==> config.mk <==
export PLATFORM = sky130hd
export DESIGN_NAME = slow_timer
export DESIGN_NICKNAME = d
export VERILOG_FILES = /design/src/rtl/slow_timer.sv
export SDC_FILE = /design/constraint.sdc
export NUM_CORES = 1
export LEC_CHECK = 0
export CORE_MARGIN = 3
export CORE_UTILIZATION = 40
export DETAILED_ROUTE_END_ITERATION = 16
export PLACE_DENSITY = 0.74
export SLEW_MARGIN = 20
export SYNTH_ARGS = -nofsm -noshare
export SYNTH_HDL_FRONTEND = slang
export SYNTH_SLANG_ARGS = --single-unit
==> constraint.sdc <==
create_clock -name CLK -period 1.6 [get_ports CLK]
set_clock_uncertainty 0.05 [all_clocks]
set_input_delay 0.32 -clock CLK [delete_from_list [all_inputs] [get_ports CLK]]
set_output_delay 0.32 -clock CLK [all_outputs]
set_load 0.005 [all_outputs]
==> src/rtl/slow_timer.sv <==
// Slow-peripheral timer: holds SlowActive during a qualifying bus access and for a
// programmable tail of SlowTimeout prescaler ticks afterwards.
module slow_timer #(
  parameter int unsigned PRESCALE_W = 8
) (
  input  logic       CLK,
  input  logic       nPOR,
  input  logic       BACT,
  input  logic       IACKCS,
  input  logic       VIACS,
  input  logic       IWMCS,
  input  logic       SCCCS,
  input  logic       SCSICS,
  input  logic       SndCS,
  input  logic       SlowIACK,
  input  logic       SlowVIA,
  input  logic       SlowIWM,
  input  logic       SlowSCC,
  input  logic       SlowSCSI,
  input  logic       SlowSnd,
  input  logic       SlowClockGate,
  input  logic [3:0] SlowTimeout,
  output logic       SlowActive,
  output logic       SlowGateEN,
  output logic [3:0] SlowCount
);

  typedef enum logic [1:0] {
    StIdle,
    StHold,
    StCount
  } stateT;

  stateT                 state, stateNext;
  logic [PRESCALE_W-1:0] prescaler, prescalerNext;
  logic [3:0]            countNext;
  logic                  hit;
  logic                  tick;
  logic                  activeNext;

  assign hit = BACT & ((IACKCS & SlowIACK) | (VIACS & SlowVIA) | (IWMCS & SlowIWM) |
                       (SCCCS & SlowSCC) | (SCSICS & SlowSCSI) | (SndCS & SlowSnd));
  assign tick = &prescaler;

  always_comb begin
    stateNext     = state;
    prescalerNext = prescaler;
    countNext     = SlowCount;
    unique case (state)
      StIdle: begin
        if (hit) begin
          stateNext     = StHold;
          countNext     = SlowTimeout;
          prescalerNext = '0;
        end
      end
      StHold: begin
        prescalerNext = '0;
        if (hit) begin
          countNext = SlowTimeout;
        end else if (SlowCount != 4'd0) begin
          stateNext = StCount;
        end else begin
          stateNext = StIdle;
        end
      end
      StCount: begin
        if (hit) begin
          // A new access outranks a tick landing on the same edge.
          stateNext     = StHold;
          countNext     = SlowTimeout;
          prescalerNext = '0;
        end else begin
          prescalerNext = prescaler + 1'b1;
          if (tick) begin
            if (SlowCount != 4'd0) begin
              countNext = SlowCount - 4'd1;
            end
            if (SlowCount <= 4'd1) begin
              stateNext = StIdle;
            end
          end
        end
      end
      default: begin
        stateNext     = StIdle;
        prescalerNext = '0;
        countNext     = 4'd0;
      end
    endcase
  end

  assign activeNext = (stateNext != StIdle);

  always_ff @(posedge CLK) begin
    if (!nPOR) begin
      state      <= StIdle;
      prescaler  <= '0;
      SlowCount  <= 4'd0;
      SlowActive <= 1'b0;
      SlowGateEN <= 1'b0;
    end else begin
      state      <= stateNext;
      prescaler  <= prescalerNext;
      SlowCount  <= countNext;
      SlowActive <= activeNext;
      SlowGateEN <= activeNext & SlowClockGate;
    end
  end

endmodule

==> summary.md, run 1 <==
| Metric | Value |
|---|---|
| Sw frac | `0.258` |
| R2r startpoint | `prescaler[1]$_SDFFE_PN0P_` |
| Setup TNS | `-0.0746 ns` |
| DR pass1 iterations | `4` |
| Reg2reg end | `SlowGateEN$_SDFF_PN0_` |
| Hold-critical path depth | `2` |
| Failing checks | `negative setup slack` |
| CTS Sinks | `16` |
| Worst setup margin | `-0.0319 ns` |
| First-pass GRT wire length | `3.27 mm` |
| Critical Path RT | `1.74 ns` |
| Total track usage | `0.175` |
| Final worst-path cycle share | `1.02` |
| Clock transition at path regs | `0.11 ns` |
| Post-DP HPWL | `1.61 mm` |
| Skew-Pair Late Insertion Delay | `0.30 ns` |
| Synth area leaders | `dfxtp_1 40%, xnor2_1 8.8%, ha_1 6.3%` |
| CTS root buf | `clkbuf_4` |
| Synth cell types | `32` |
| Reg2Reg Depth | `5` |
| Post-Route Utilization | `0.737` |
| Combinational power share | `0.229` |
| Hold Crit Class | `reg2reg` |
| Crit path DAT | `1.77 ns` |
| Max clock buf depth | `2` |
| Unrepaired setup endpoints after global routing | `true` |
| Final cell count without fillers | `157` |
| Total of max-cap violations | `0` |
| Crit path max fanout | `3` |
| Hold_ws | `0.511 ns` |
| Largest net degree at the start of global routing | `11` |
| Die width | `50.7 um` |
| H-tree Lvls | `1` |
| Die height | `50.7 um` |
| Worst Hold Path EP | `prescaler[7]$_SDFFE_PN0P_` |
| Share of cells above drive strength 1 | `0.303` |
| Vias/cell | `5.32` |
| FMAX | `613 MHz` |
| Final nets | `157` |
| Worst slew pin tran | `0.354 ns` |
| Initial Util | `0.444` |
| Seq/Total Area, Yosys | `0.401` |
| Hold Vio Cnt, Final | `0` |
| Leakage power | `0.525 nW` |
| Post-synth EDFFs | `0` |
| Port bufs | `25` |
| Row cnt | `15` |
| Worst Setup End Kind | `flop` |
| I/O Pins | `26` |
| Core area | `0.00180 mm2` |
| Wirelength per Cell | `14.8 um` |
| Max_slew headroom | `0.763` |
| DIE AREA | `0.00257 mm2` |
| Post-synth top area share | `0.401` |
| Synth Cell Area | `800 um2` |
| CP Class | `reg2reg` |
| Final wirelength | `2.33 mm` |
| Syn Nets | `115` |
| Placed Area | `0.00117 mm2` |
| Main flop type after synthesis | `dfxtp_1` |
| Post-layout min period | `1.63 ns` |
| CTS Buf Count | `3` |
| Flop pwr share | `0.469` |
| Final Max Slew Viols | `0` |
| DRC violations left | `0` |
| Via count | `836` |
| Final setup violation count | `3` |
| Initial DRC Count | `5` |
| #FFs+latches synth | `16` |
| Status | `finished, violations left` |
| Yosys Warn Count | `0` |
| Initial antenna violation count | `0` |
| Share of power burned in the clock network | `0.302` |
| N_diodes | `0` |
| Syn Inst Count | `91` |
| Cell count after placement | `152` |
| Placement Setup Slack | `-0.215 ns` |
| CTS tree | `yes` |
| Worst hold path startpoint | `prescaler[7]$_SDFFE_PN0P_` |
| Number of global-route vias before repair | `774` |
| Flop2flop setup slack | `-0.03 ns` |
| Avg Inst Size Synth | `8.79 um2` |
| Layout area overhead | `66.0%` |
| NetSw | `0.237 mW` |
| Total power | `0.918 mW` |
| Power Internal | `0.681 mW` |
| Design Area, Final | `0.00133 mm2` |
| DRT antenna net count | `0` |
| Global route overflow | `0` |
| Cell accounting for the most synthesized area | `dfxtp_1` |
| Nature of the critical path startpoint | `flop` |
| Pwr Density | `692 mW/mm2` |
| Post-synthesis async set-or-reset flop share | `0` |
| Global placement routability congestion | `0.733` |
| Maximum VDD drop | `0.458 mV` |
[worst max-delay path, stage by stage (launching register included)]
cell	delay (ns)
dfxtp_2	0.37
ha_4	0.15
or4b_4	0.47
nor3_4	0.17
a211oi_2	0.09
o211a_1	0.22
[flip-flops by register name, indices dropped and copies added, names as in the netlist]
register / cells
prescaler: 8
SlowCount: 4
state: 2
SlowActive: 1
SlowGateEN: 1
[cell usage after synthesis, drive strengths merged, types with 2 or more instances]
master and count:
dfxtp 16, xor2 2, a21oi 4, nand2 7, nand4 3, xnor2 8
nand3 2, nor4 2, nor2 11, ha 4, inv 4, nor3 4
a22o 3, buf 2, o21ai 3
[worst max path at each step]
stage,startpoint,endpoint,slack (ns),depth (start not counted)
2_1_floorplan,prescaler[0]$_SDFFE_PN0P_,SlowCount[1]$_SDFFE_PN0P_,0.0003,5
3_3_place_gp,SCCCS,SlowCount[1]$_SDFFE_PN0P_,-0.18,6
3_5_place_dp,IWMCS,SlowCount[1]$_SDFFE_PN0P_,-0.22,6
4_1_cts,prescaler[0]$_SDFFE_PN0P_,SlowGateEN$_SDFF_PN0_,-0.04,5
5_1_grt,SlowCount[0]$_SDFFE_PN0P_,state[1]$_SDFF_PN0_,-0.14,7
6_report,prescaler[1]$_SDFFE_PN0P_,SlowGateEN$_SDFF_PN0_,-0.03,5
[power groups by stage]
stage / Clock [mW] / Sequential (mW) / Combinational (mW)
after floorplan: 0 / 0.436 / 0.0699
after global placement: 0 / 0.433 / 0.182
after detailed placement: 0 / 0.433 / 0.185
after CTS: 0.278 / 0.425 / 0.186
after global routing: 0.295 / 0.432 / 0.228
final: 0.277 / 0.431 / 0.210
[layer usage]
| metal | up-vias | track usage | wire, um |
|---|---|---|---|
| met2 | 34 | 0.302 | 1260 |
| met4 | 0 | 0.108 | 111 |
| met3 | 11 | 0.0534 | 151 |
| met1 | 386 | 0.184 | 804 |
| met5 | - | 0 | 0 |
| li1 | 405 | - | - |
[final cells by class]
| cell class | count | area, um2 |
|---|---|---|
| flip-flops and latches | 16 | 328 |
| fillers | 141 | 474 |
| repair buffers | 40 | 372 |
| multi-input cells | 68 | 546 |
| clock buffers | 4 | 36.3 |
| inverters | 4 | 15.0 |
| well taps | 25 | 31.3 |
[cell usage in the layout, fill, tap and decap left out, drive strengths merged, types with 2 or more instances in the layout]
cell type      netlist  final
clkdlybuf4s50        0     23
nand2                7      7
xor2                 2      2
nand3                2      2
ha                   4      4
a22o                 3      3
nor3                 4      4
clkbuf               1      4
nor4                 2      2
a21oi                4      4
buf                  2     15
inv                  4      4
xnor2                8      8
o21ai                3      3
nor2                11     11
dfxtp               16     16
nand4                3      3
[cells by family (layout without fill, tap and decap cells)]
| logic type | count (synthesis) | in the layout | synth area share |
|---|---|---|---|
| buffers and inverters | 7 | 48 | 0.0391 |
| adder cells (fa/ha/maj) | 4 | 4 | 0.0626 |
| multiplexers | 2 | 2 | 0.0266 |
| AND/OR/NAND/NOR | 35 | 35 | 0.216 |
| AO/OA/AOI/OAI | 17 | 17 | 0.146 |
| flip-flops | 16 | 16 | 0.401 |
| XOR/XNOR | 10 | 10 | 0.110 |
[what timing repair did]
action	4_1_cts	5_1_grt
endpoints found under the hold margin	0	0
resized for setup	6	23
endpoints found under the setup margin	7	11
pin swaps	1	8
setup buffers	0	3
hold buffers	0	0
No activity file was read; power rests on OpenSTA's default activity.
==> inputs of run 2 (changes only) <==
--- a/config.mk
+++ b/config.mk
@@ -5,6 +5,7 @@
 export SDC_FILE = /design/constraint.sdc
 export NUM_CORES = 1
 export LEC_CHECK = 0
+export ABC_CLOCK_PERIOD_IN_PS = 1600
 export CORE_MARGIN = 3
 export CORE_UTILIZATION = 40
 export DETAILED_ROUTE_END_ITERATION = 16
==> results of run 2 <==
No change in the layout: final DEF, timing and power equal those of run 1.
==> RTL edit (config.mk and constraints of run 1) <==
Change the parameter `PRESCALE_W` from 8 to 12.
--- a/src/rtl/slow_timer.sv
+++ b/src/rtl/slow_timer.sv
@@ -2,5 +2,5 @@
 // programmable tail of SlowTimeout prescaler ticks afterwards.
 module slow_timer #(
-  parameter int unsigned PRESCALE_W = 8
+  parameter int unsigned PRESCALE_W = 12
 ) (
   input  logic       CLK,
Formal check against the unedited RTL: no difference found for any inputs over 10 cycles, from zero or initial values; that may be too few to reach the edited logic, so the function may still have changed.
==> RTL edit against run 1 <==
- the run still ends with negative setup slack left
- utilization fell by 4.9 points
- sequential cell count rose by 4
- power rose by 23%
- final cell count rose by 33%
- via count rose by 35%
- final area rose by 34%
- global-route usage rose by 1.5 points
- first-iteration DRC count rose to 8.2 times the old value
- wire length rose by 27%
- synthesized cell count rose by 34%
- synthesized area rose by 41%
- setup slack got worse by 8.4 ps
==> RTL edit: results (changes against run 1) <==
synth:
  synth-adder-area-share_pct: 3.319  # -2.9 points
  synth.distinct_cells: 37  # +16%
  top_post_synthesis_cells_by_area: "sky130_fd_sc_hd__dfxtp_1, sky130_fd_sc_hd__nor2_4, sky130_fd_sc_hd__xnor2_1"
  synth.net_count: 145  # +26%
  post_synth_xor_area_fraction_pct: 8.518  # -2.4 points
  synth_compound_gate_area_share_pct: 11.73  # -2.8 points
worst_setup_path:
  regToRegEndpoint: "SlowCount[3]"
  timing.critical_path.arrival_ps: 1830  # +60 ps
  critical_path.slowest_cell: "sky130_fd_sc_hd__or4_1"
sta:
  setup_slack_ps: -40.26  # -8.389 ps
  max_slew_margin_pct: 77.53  # +1.2 points
  fin_setup_tns_ps: -63.62  # +10.98 ps
  holdWs_ps: 454.2  # -56.57 ps
  setup_viol: 2  # -1
power_and_ir_drop:
  ir_drop_mv: 0.6240  # +36%
  internal_power_component_uw: 838.9  # +23%
  powerComb_uw: 237  # +13%
  power.combinational.fraction_pct: 21.0  # -1.9 points
  leakagePower_uw: 0.0006892  # +31%
global_route:
  global_route.usage.total_pct: 18.96  # +1.5 points
  global_routing_met2_resource_utilization_pct: 32.49  # +2.3 points
  grt_pass1_vias: 1141  # +47%
  pin_count_of_the_biggest_net_entering_global_routing: 17  # +6
  grt_first_pass_wirelength_um: 5057  # +55%
  grt_util_met3_pct: 4.793  # -0.55 points
clock_network:
  clk_pin_slew_worst_paths_ps: 130  # +20 ps
  cts-resized-gates: 30  # +24
  cts_post_setup_buffers_inserted: 2  # +2
placed_design:
  routabilityCongestion: 0.7514  # +2.6%
  dp_slack_ps: -455.9  # -240.7 ps
  dp_hpwl_um: 2219  # +38%
finish:
  final_layout_size_suffix_gt1_share_pct: 41.90  # +12 points
  finish.instance_area_sq_um: 1780  # +34%
  filler_cell_count: 206  # +46%
routing:
  routed_wl_um: 2959  # +27%
  vias_per_cell: 5.402  # +1.4%
  violation_count_after_the_first_detailed_route_iteration: 41  # +36
  avgRoutedWirePerCell_um: 14.16  # -4.5%
status:
  failing_checks: "negative setup slack"
  outcome: "finished, violations left"
min_path:
  hold_path_class: "in2reg"
  hold_path.startpoint: "SlowClockGate"
  holdPathStages: 3  # +1
==> RTL edit: changes by cell type after synthesis, moves of 2 or more <==
| cell | before | now |
|---|---|---|
| sky130_fd_sc_hd__o21ai_0 | 3 | 1 |
| sky130_fd_sc_hd__nand4_2 | 0 | 2 |
| sky130_fd_sc_hd__inv_1 | 4 | 6 |
| sky130_fd_sc_hd__nand2_1 | 7 | 13 |
| sky130_fd_sc_hd__xor2_1 | 2 | 4 |
| sky130_fd_sc_hd__o22ai_1 | 1 | 3 |
| sky130_fd_sc_hd__nor2_4 | 0 | 10 |
| sky130_fd_sc_hd__or4_1 | 0 | 3 |
| sky130_fd_sc_hd__nor2_1 | 11 | 6 |
| sky130_fd_sc_hd__dfxtp_1 | 16 | 20 |
==> RTL edit: final cells by class <==
type	instances	share of cell area, %
Tap cell	30	2.108
Multi-Input combinational cell	94	43.99
Clock buffer	4	2.670
Sequential cell	20	23.75
Timing Repair Buffer	55	26.07
Inverter	6	1.405
